`config.mk`:
```
export PLATFORM = sky130hd
export DESIGN_NAME = tx_pkt_ctrl
export DESIGN_NICKNAME = d
export VERILOG_FILES = /design/src/rtl/tx_pkt_ctrl.sv
export SDC_FILE = /design/constraint.sdc
export NUM_CORES = 1
export LEC_CHECK = 0
export BUFFER_PORTS_ARGS = -buffer_cell sky130_fd_sc_hd__buf_2
export CORE_MARGIN = 3
export CORE_UTILIZATION = 39
export CTS_CLUSTER_SIZE = 30
export DETAILED_ROUTE_END_ITERATION = 8
export PLACE_DENSITY = 0.75
export SETUP_SLACK_MARGIN = 0.15
export SLEW_MARGIN = 40
export SYNTH_ARGS = -nofsm -noshare
export SYNTH_HDL_FRONTEND = slang
export SYNTH_SLANG_ARGS = --single-unit
```
`constraint.sdc`:
```
create_clock -name clk -period 1.85 [get_ports clk]
set_clock_uncertainty 0.1 [all_clocks]
set_input_delay 0.185 -clock clk [delete_from_list [all_inputs] [get_ports clk]]
set_output_delay 0.185 -clock clk [all_outputs]
set_load 0.03 [all_outputs]
```
`src/rtl/tx_pkt_ctrl.sv`:
```
`default_nettype none
// ============================================================================
//  Module      : tx_pkt_ctrl
//  Description : Packet transmit sequencer. On an accepted start it walks a
//                shift register / bit-timer pair through SYNC (8'h80), PID
//                ({~pid,pid}), data_len payload bytes popped from a
//                first-word-fall-through FIFO, then an EOP made of two bit
//                periods of SE0 and one bit period of forced J. A FIFO
//                underrun aborts straight into EOP with a tx_err pulse.
//                stall freezes the whole sequence in place.
//
//  Ports       : clk, rst          - clock, synchronous active-high reset
//                start, pid,       - packet request and its parameters,
//                data_len            sampled only in IDLE
//                stall             - freeze request (mirrored on pause)
//                fifo_empty,       - TX FIFO status / head byte / pop
//                fifo_rdata,
//                fifo_read
//                byte_done,        - bit-timer events
//                bit_ready
//                sending, clear,   - bit-timer controls
//                pause
//                load_en,          - shift-register parallel load
//                load_data
//                se0, force_j      - line-encoder EOP overrides
//                tx_busy, tx_done, - status
//                tx_err
//
//  Revision    : 1.0 - initial release
// ============================================================================
module tx_pkt_ctrl #(
    parameter int MAX_LEN = 64
) (
    input  logic       clk,
    input  logic       rst,
    input  logic       start,
    input  logic [3:0] pid,
    input  logic [6:0] data_len,
    input  logic       stall,
    input  logic       fifo_empty,
    input  logic [7:0] fifo_rdata,
    output logic       fifo_read,
    input  logic       byte_done,
    input  logic       bit_ready,
    output logic       sending,
    output logic       clear,
    output logic       pause,
    output logic       load_en,
    output logic [7:0] load_data,
    output logic       se0,
    output logic       force_j,
    output logic       tx_busy,
    output logic       tx_done,
    output logic       tx_err
);

    localparam logic [6:0] c_max_len   = 7'(MAX_LEN);
    localparam logic [7:0] c_sync_byte = 8'h80;

    typedef enum logic [3:0] {
        S_IDLE    = 4'd0,
        S_LD_SYNC = 4'd1,
        S_TX_SYNC = 4'd2,
        S_LD_PID  = 4'd3,
        S_TX_PID  = 4'd4,
        S_LD_DATA = 4'd5,
        S_TX_DATA = 4'd6,
        S_EOP_SE0 = 4'd7,
        S_EOP_J   = 4'd8,
        S_DONE    = 4'd9
    } state_t;

    state_t     r_state;
    logic [3:0] r_pid;
    logic [6:0] r_remaining;   // payload bytes still to be loaded
    logic [1:0] r_bit_cnt;     // SE0 bit periods already elapsed

    logic [6:0] w_clamped_len;

    assign w_clamped_len = (data_len > c_max_len) ? c_max_len : data_len;

    // ------------------------------------------------------------------------
    // Sequencer. IDLE is evaluated ahead of the stall gate so a request made
    // while stalled is still captured; everything after it waits for stall=0.
    // ------------------------------------------------------------------------
    always_ff @(posedge clk) begin
        if (rst) begin
            r_state     <= S_IDLE;
            r_pid       <= 4'h0;
            r_remaining <= 7'd0;
            r_bit_cnt   <= 2'd0;
        end else if (r_state == S_IDLE) begin
            if (start) begin
                r_state     <= S_LD_SYNC;
                r_pid       <= pid;
                r_remaining <= w_clamped_len;
                r_bit_cnt   <= 2'd0;
            end
        end else if (!stall) begin
            unique case (r_state)
                S_LD_SYNC: r_state <= S_TX_SYNC;
                S_TX_SYNC: begin
                    if (byte_done) begin
                        r_state <= S_LD_PID;
                    end
                end
                S_LD_PID:  r_state <= S_TX_PID;
                S_TX_PID, S_TX_DATA: begin
                    if (byte_done) begin
                        r_state <= (r_remaining != 7'd0) ? S_LD_DATA : S_EOP_SE0;
                    end
                end
                S_LD_DATA: begin
                    // An empty FIFO here is an underrun: abort into EOP.
                    if (!fifo_empty) begin
                        r_state     <= S_TX_DATA;
                        r_remaining <= r_remaining - 7'd1;
                    end else begin
                        r_state <= S_EOP_SE0;
                    end
                end
                S_EOP_SE0: begin
                    if (bit_ready) begin
                        if (r_bit_cnt == 2'd1) begin
                            r_bit_cnt <= 2'd0;
                            r_state   <= S_EOP_J;
                        end else begin
                            r_bit_cnt <= r_bit_cnt + 2'd1;
                        end
                    end
                end
                S_EOP_J: begin
                    if (bit_ready) begin
                        r_state <= S_DONE;
                    end
                end
                S_DONE: begin
                    r_state   <= S_IDLE;
                    r_bit_cnt <= 2'd0;
                end
                default: r_state <= S_IDLE;
            endcase
        end
    end

    // Line-facing controls decode the state register only, so they cannot
    // glitch on input activity.
    assign sending = (r_state == S_TX_SYNC) || (r_state == S_TX_PID) ||
                     (r_state == S_TX_DATA) || (r_state == S_EOP_SE0) ||
                     (r_state == S_EOP_J);
    assign se0     = (r_state == S_EOP_SE0);
    assign force_j = (r_state == S_EOP_J);
    assign tx_busy = (r_state != S_IDLE);
    assign clear   = (r_state == S_LD_SYNC) || (r_state == S_DONE);

    // IDLE is excluded so that the block shows all-zero outputs between
    // packets even when stall is held.
    assign pause   = stall && (r_state != S_IDLE);

    // One-shot strobes are suppressed while stalled so that a frozen load or
    // completion state does not repeat its action every cycle.
    always_comb begin
        load_en   = 1'b0;
        load_data = 8'h00;
        fifo_read = 1'b0;
        tx_done   = 1'b0;
        tx_err    = 1'b0;
        if (!stall) begin
            unique case (r_state)
                S_LD_SYNC: begin
                    load_en   = 1'b1;
                    load_data = c_sync_byte;
                end
                S_LD_PID: begin
                    load_en   = 1'b1;
                    load_data = {~r_pid, r_pid};
                end
                S_LD_DATA: begin
                    if (!fifo_empty) begin
                        load_en   = 1'b1;
                        load_data = fifo_rdata;
                        fifo_read = 1'b1;
                    end else begin
                        tx_err = 1'b1;
                    end
                end
                S_DONE:  tx_done = 1'b1;
                default: load_en = 1'b0;
            endcase
        end
    end

endmodule
`default_nettype wire
```
# [After elaboration in Yosys (flattened, before gate mapping)]
# Index checks and enable logic that the tools add are counted.
[op_classes] n_eq_ne=18 n_mux=36 n_lt_le_gt_ge=1 reduce_logical=17 n_bitwise=1 n_addsub=2
[op_table] op="two-way mux 7 bit" count=6
[op_table] op="two-way mux 4 bit" count=8
[op_table] op="one-hot mux 4 bit (7 select lines)" count=1
[op_table] op="one-hot mux 8 bit (3 select lines)" count=1
[op_table] op="== test 4 x 3 -> 1 bit (second input constant)" count=4
[op_table] op="two-way mux 8 bit" count=2
[op_table] op="two-way mux 2 bit" count=6
[op_table] op="two-way mux 1 bit" count=10
[op_table] op="== test 4 x 2 -> 1 bit (second input constant)" count=2
[op_table] op="== test 4 bit (second input constant)" count=2
[op_table] op="AND reduction 4 bit" count=2
[op_table] op="> comparator 7 bit (second input constant)" count=1
[op_table] op="AND reduction 7 bit" count=1
[op_table] op="nonzero test 7 bit" count=1
[op_table] op="subtractor 7 x 1 -> 7 bit (second input constant)" count=1
[op_table] op="inequality test 3 x 2 -> 1 bit (second input constant)" count=2
[op_table] op="inequality test 3 bit (second input constant)" count=2
[op_table] op="logical OR 1 bit" count=5
[op_table] op="== test 4 x 1 -> 1 bit (second input constant)" count=1
[op_table] op="zero test 4 bit" count=1
[op_table] op="inequality test 2 x 1 -> 1 bit (second input constant)" count=2
[op_table] op="inverter 4 bit" count=1
[op_table] op="one-hot mux 2 bit (2 select lines)" count=1
[op_table] op="nonzero test 4 bit" count=1
[op_table] op="10 further kinds" count=11
[word_totals] register_bits=17 out_inout_bits=18 word_cells=79

# [Longest topological paths before layout]
# Gate-level depths: netlist of run 1.
[logic_depth] depth_word=6 depth_mapped=7 depth_no_buf=7

# [Worst setup path after synthesis of run 1]
# No wires, ideal clock.
[synth_timing] kind="register to register" from="register r_state[0]" to="register r_state[3]" synth_period_minus_slack_ps=2000 arrival_time_ps=1811 slack_ps=-150 stages_incl_launch_ff=7 required_time_ps=1662 setup_time_ps=88 cell_sequence="dfxtp_1 > buf_2 > nor4_4 > mux2_4 > a211oi_4 > nor2_1 > a311oi_2"
[synth_between] elab_chain_len=5 elab_cells_between_ends=21 cone_classes="15 x eq/ne; 3 x mux; 3 x reduce/logical"
[synth_rtl] element="from (decl)" line="73" source="state_t r_state;"
[synth_rtl] element="from (signal assigned)" line="110" source="r_state <= (r_remaining != 7'd0) ? S_LD_DATA : S_EOP_SE0;"
[synth_rtl] element="== test 4 x 3 -> 1 bit" line="100" source="unique case (r_state)"
[synth_rtl] element="OR reduction 2 bit" line="100"
[synth_rtl] element="one-hot mux 4 bit (7 select lines)" line="100"
[synth_rtl] element="two-way mux 4 bit" line="99" source="end else if (!stall) begin"
[synth_rtl] element="two-way mux 4 bit" line="92" source="end else if (r_state == S_IDLE) begin"
# Several ways; a longest one is shown, not always the timed one. The select of a mux whose other input is x is not followed.
# A chain may end at the register's enable or synchronous reset.

# [Worst setup path after layout of run 1]
[layout_timing] from="register r_state[2]" to="output port sending"
[layout_between] elab_chain_len=5 elab_cells_between_ends=9 cone_classes="5 x eq/ne; 4 x reduce/logical"
[layout_rtl] element="== test 4 x 2 -> 1 bit / == test 4 x 3 -> 1 bit (equally long branches)" line="148" source="assign sending = (r_state == S_TX_SYNC) || (r_state == S_TX_PID) ||"
[layout_rtl] element="logical OR 1 bit (2 in a row)" line="148"
[layout_rtl] element="logical OR 1 bit" line="149" source="(r_state == S_TX_DATA) || (r_state == S_EOP_SE0) ||"
[layout_rtl] element="logical OR 1 bit (*)" line="149"
[layout_rtl] element="to (decl)" line="45" source="output logic sending,"
# Every way passes the cells marked *; elsewhere a longest branch is shown, timed or not.

==> results of run 1 <==
==> worst min-delay path, delay by kind of cell <==
family | cells | cell delay [ps]
and+or+nand+nor | 1 | 50
buffers and inverters | 1 | 100
AOI/OAI and AO/OA | 1 | 50
==> flip-flops by register name, indices dropped and copies added, names as in the netlist <==
| signal | count |
|---|---|
| r_bit_cnt | 2 |
| r_pid | 4 |
| r_remaining | 7 |
| r_state | 4 |
==> report_power, final <==
group	switching, mW	leakage [nW]	internal (mW)
Clock	0.131	0.0150	0.0841
Combinational	1.31	0.741	1.24
Sequential	0.144	0.142	0.484
==> timing repair <==
item / in CTS / in global routing
endpoints found under the hold margin: 0 / 0
pin swaps: 19 / 13
endpoints found under the setup margin: 30 / 34
buffers inserted: 10 / 6
cloned: 1 / 0
resized for setup: 75 / 22
==> cell families after synthesis <==
family	count (synthesis)	synth area share, %
buffers and inverters	20	6.20
multiplexers	4	3.48
flip-flops	17	26.3
AND/OR/NAND/NOR	86	35.8
adder cells (fa/ha/maj)	1	0.968
XOR/XNOR	1	0.678
AO/OA/AOI/OAI	49	26.5
==> stage by stage <==
step	setup slack, ps	total power, mW	util (%)	cell area [µm²]
detailed placement	-23.7	2.37	55.0	1710
CTS	-29.9	3.01	65.7	2040
global placement	-22.1	2.34	55.0	1710
finish	-33.1	3.39	70.4	2180
floorplan	-67.1	1.87	-	1360
global route	-136	3.63	70.4	2180
==> synth_stat cells, drive strengths merged <==
master / instances
or3: 2
ha: 1
and3: 1
nand4bb: 1
nand4b: 3
o32ai: 1
o221ai: 1
a221oi: 1
inv: 9
nand4: 1
a21o: 1
mux2: 1
or4b: 1
a311oi: 1
and2: 4
o31ai: 1
nor4: 3
clkbuf: 6
nand3b: 1
o31a: 1
a31oi: 3
and3b: 1
a41oi: 1
nor2b: 3
a21oi: 18
a311o: 1
nand2: 14
a22o: 1
a22oi: 5
nor4b: 1
nor2: 28
mux2i: 3
nand2b: 4
buf: 5
nand3: 9
o211ai: 1
nor3: 5
o21ai: 10
or4: 1
a211oi: 2
xor2: 1
dfxtp: 17
nor3b: 3
==> final timing paths <==
kind | startpoint | end | slack, ps
worst max-delay path | r_state[2]$_SDFFE_PP0P_ | sending | -30
worst min-delay path | pid[1] | r_pid[1]$_SDFFE_PP0P_ | 30
worst max register to register | r_state[1]$_SDFFE_PP0P_ | r_remaining[3]$_SDFFE_PP0P_ | -20
worst min register to register | r_pid[1]$_SDFFE_PP0P_ | r_pid[1]$_SDFFE_PP0P_ | 410
==> routing by layer <==
layer / part of all wire (%) / vias up / routed length [µm]
li1: - / 791 / -
met3: 5.0 / 8 / 218
met5: 0 / - / 0
met1: 42 / 782 / 1840
met4: 0.69 / 0 / 30
met2: 52 / 62 / 2240
==> final cells by class <==
cell class / count / share of cell area (%)
timing repair buffer: 77 / 28.3
multi-input combinational: 142 / 49.9
inverter: 9 / 1.78
clock buffer: 4 / 1.20
tap: 44 / 2.52
sequential: 17 / 16.3
==> results.ini, run 1 <==
[run_status]
status = complete, but fails checks
violations = negative setup slack

[global_route]
top_usage_layer = met2
gr-usage-met2_pct = 34.7
grt_max_degree = 19
grt.overflow.total = 0
antenna_found_initial = 0
track_usage_pct = 20.0
grt_pass1_vias = 1507
use_met3_pct = 2.32
globalRouteMet1Util_pct = 25.5
grt_first_pass_wirelength_um = 6640

[final_layout]
drive_gt1_share_pct = 53.8
layout.nets = 277
synthToLayoutAreaGrowth_pct = 68.9
final_common_cell = buf_2
fillers = 246
multi_input_area_mm2 = 0.00109
ff_latch_area_um2 = 355
final_cell_mix = buf_2, buf_6, buf_4
diodes = 0
stdcell_count = 293

[clock_network]
hold_buffers = 0
root_buffer = clkbuf_4
cts.clk_slew.worst_paths_ps = 110
cts_made_buffers = 3
cts_htree_levels = 1
cts_tree = built
clockBufferDepth = 2
worstSkewPairLatency_ps = 300
cts.sinks = 17

[sta]
fin_ws_ps = -33.1
fin_setup_tns_ps = -115
drv_slew = 0
rsz0062_at_grt = true
period_share_pct = 102
max_freq_mhz = 531
period_minus_slack_ps = 1880
hold_violations = 0
setup_violations = 9
worst_slew_pin_slew_ps = 412
hold_ws_ps = 27.9
relSlewSlack_pct = 72.5

[floorplan]
die_w_um = 63.6
die_h_um = 63.6
start_util_pct = 41.7
dieArea_mm2 = 0.00404
core_region_area_mm2 = 0.00310
num_rows = 20
io_pins = 44

[critical_path]
r2r_cells = 7
crit_fanout = 6
cp.required_ps = 1560
arrival_ps = 1600
slowest_stage = or4b_4
path_common_cell = buf_6
worst-path-buf-inv = 2
worstSetupStartpointType = register
cp_top_family = simple AND/OR/NAND/NOR gates
worst_path_largest_cell_delay_ps = 550
crit_type = reg -> out
path_cells = or4b_4 -> buf_6 -> o21ai_2 -> buf_6
crit_path_end_kind = output port
path_depth = 4

[place]
place.gp.congestion = 0.872
port_buffers = 43
dpl.hpwl_um = 2680
dp.cells = 272

[route]
drt_iter0_markers = 90
drtAntennaViolNets = 0
vias = 1643
wirelength_um = 4330
post-route-drc-count = 0
avgRoutedWirePerCell_um = 14.8
drt-vias-per-instance = 5.61
drt_first_pass_iters = 4

[min_path]
min_path_cells = 3
hold_class = in -> reg

[power_and_ir_drop]
power_density_mw_per_mm2 = 1550
power_leakage_nw = 0.898
ir_worst_vdd_uv = 971

[yosys]
synthTopCellsByArea = dfxtp_1, nor2_1, a21oi_1
synth-seq-cells = 17
synth_fp_nets = 205
yosysTopAreaCell = dfxtp_1
synth_warnings = 0
yosysTopAreaCellShare_pct = 26.3
synth_area_mm2 = 0.00129
synth_cell_types = 49
synth_area_per_cell_um2 = 7.26
seq_area_frac_synth_pct = 26.3
syn_inst = 178

[flow_run]
maxCapViolations = 0

Note: power is estimated with default switching activity, not from simulation.
==> run 2, diff against run 1 <==
--- a/config.mk
+++ b/config.mk
@@ -10,6 +10,7 @@
 export CORE_UTILIZATION = 39
 export CTS_CLUSTER_SIZE = 30
 export DETAILED_ROUTE_END_ITERATION = 8
+export HOLD_SLACK_MARGIN = 0.05
 export PLACE_DENSITY = 0.75
 export SETUP_SLACK_MARGIN = 0.15
 export SLEW_MARGIN = 40
==> run 2 against run 1 <==
Effect of this change:
- the run still ends with negative setup slack left
- hold slack improved by 26 ps
- power about the same
- setup slack lost 12 ps
- first-iteration DRC count is 7.8% lower
- sequential cell count did not move
- design area is 1.1% higher
- die area stayed put
- critical path depth increased by 1
- maximum frequency down 0.65%
- global-route usage unchanged
- final cell count increased by 1.4%
- via count barely moved
- critical endpoint is now fifo_read
==> results.ini, run 2 (same netlist as run 1, synthesis figures left out) <==
[clock_network]
cts.clk_slew.worst_paths_ps = 110
clockBufferDepth = 2
cts_tree = built
worstSkewPairLatency_ps = 300
cts_htree_levels = 1
cts.sinks = 17
cts_made_buffers = 3
root_buffer = clkbuf_4

[final_layout]
layout.nets = 281
drive_gt1_share_pct = 52.6
final_cell_mix = buf_2, buf_6, buf_4
stdcell_count = 297
diodes = 0
final_common_cell = buf_2
fin_util_pct = 71.2
synthToLayoutAreaGrowth_pct = 70.9
fillers = 240
reg_top3 = r_remaining: 7 flops, r_pid: 4 flops, r_state: 4 flops
top_register = r_remaining
largest_register_ffs = 7

[power_and_ir_drop]
power_density_mw_per_mm2 = 1530
ir_worst_vdd_uv = 1080
power_leakage_nw = 0.911

[sta]
rsz0062_at_grt = true
hold_violations = 0
worst_slew_pin_slew_ps = 399
period_minus_slack_ps = 1900
relSlewSlack_pct = 73.1
drv_slew = 0
fin_ws_ps = -45.4
period_share_pct = 102
max_freq_mhz = 528
setup_violations = 9

[floorplan]
core_region_area_mm2 = 0.00310
num_rows = 20
io_pins = 44
start_util_pct = 41.7
die_w_um = 63.6
die_h_um = 63.6
dieArea_mm2 = 0.00404

[global_route]
antenna_found_initial = 0
grt.overflow.total = 0
grt_first_pass_wirelength_um = 6640
track_usage_pct = 20.0
grt_pass1_vias = 1519
grt_max_degree = 19

[run_status]
violations = negative setup slack
status = complete, but fails checks

[place]
place.gp.congestion = 0.872
dp.cells = 272
dpl.hpwl_um = 2680
port_buffers = 43

[route]
drt-vias-per-instance = 5.53
drtAntennaViolNets = 0
post-route-drc-count = 0
drt_iter0_markers = 83
drt_first_pass_iters = 5
avgRoutedWirePerCell_um = 14.3
wirelength_um = 4250
vias = 1642

[critical_path]
arrival_ps = 1610
worst_path_largest_cell_delay_ps = 390
path_cells = nand4bb_1 -> buf_6 -> buf_6 -> nor3_4 -> buf_6
crit_path_end_kind = output port
slowest_stage = dfxtp_4
crit_fanout = 6
worstSetupStartpointType = register
path_common_cell = buf_6
cp.required_ps = 1560
crit_type = reg -> out

[flow_run]
maxCapViolations = 0

[min_path]
hold_class = in -> reg

## run 2: changes by cell type in the layout (fill, tap and decap cells not counted), sizes merged
cell         change
buf              -1
dlygate4sd3      +5
## run 2: critical path: cells and delay by family (launching register included)
kind	cells	cell delay, ps
buffers and inverters	3	460
DFF	1	390
and+or+nand+nor	2	460
## run 2: power breakdown
part	total (mW)	switching (mW)	leakage, nW	internal, mW
registers	0.628	0.144	0.142	0.484
clock network	0.210	0.126	0.0150	0.0840
logic	2.55	1.30	0.754	1.25
total	3.39	1.57	0.911	1.82
## run 2: layout make-up
class                           instances  area, µm²  area share, %
Inverter                                9       41.3           1.87
Clock buffer                            4       26.3           1.19
Tap cell                               44       55.1           2.49
Timing Repair Buffer                   81        648           29.3
Multi-Input combinational cell        142       1080           49.0
Sequential cell                        17        355           16.1
## run 2: path summary, 6_finish.rpt
kind | start | to | slack [ps] | depth (start not counted)
worst max register to register | r_state[1]$_SDFFE_PP0P_ | r_remaining[1]$_SDFFE_PP0P_ | -10 | 8
worst max-delay path | r_state[1]$_SDFFE_PP0P_ | fifo_read | -50 | 5
worst min register to register | r_pid[1]$_SDFFE_PP0P_ | r_pid[1]$_SDFFE_PP0P_ | 390 | 2
worst min-delay path | data_len[4] | r_remaining[4]$_SDFFE_PP0P_ | 50 | 3
## run 2: what timing repair did
| action | CTS | global route |
|---|---|---|
| gates cloned | 1 | 0 |
| hold buffers | 5 | 0 |
| setup endpoints to repair | 30 | 34 |
| pin swaps | 19 | 22 |
| hold endpoints to repair | 5 | 0 |
| buffers inserted | 10 | 5 |
| gates resized for setup | 75 | 22 |
## run 2: stage by stage
step	power, mW	hold slack [ps]	setup TNS (ps)	worst slack (ps)	instance area [µm²]
after global routing	3.63	70.0	-1450	-109	2210
after floorplan	1.87	232	-168	-67.1	1360
after detailed placement	2.37	349	-47.2	-23.7	1710
after global placement	2.34	345	-36.4	-22.1	1710
final	3.39	54.3	-196	-45.4	2210
after CTS	3.02	51.4	-90.3	-29.9	2090
## run 2: routing by layer
metal	wire length (µm)	up-vias	GRT usage (%)
li1	-	796	-
met1	1780	778	25.6
met3	267	5	2.32
met5	0	-	0
met2	2170	63	34.6
met4	31	0	6.47
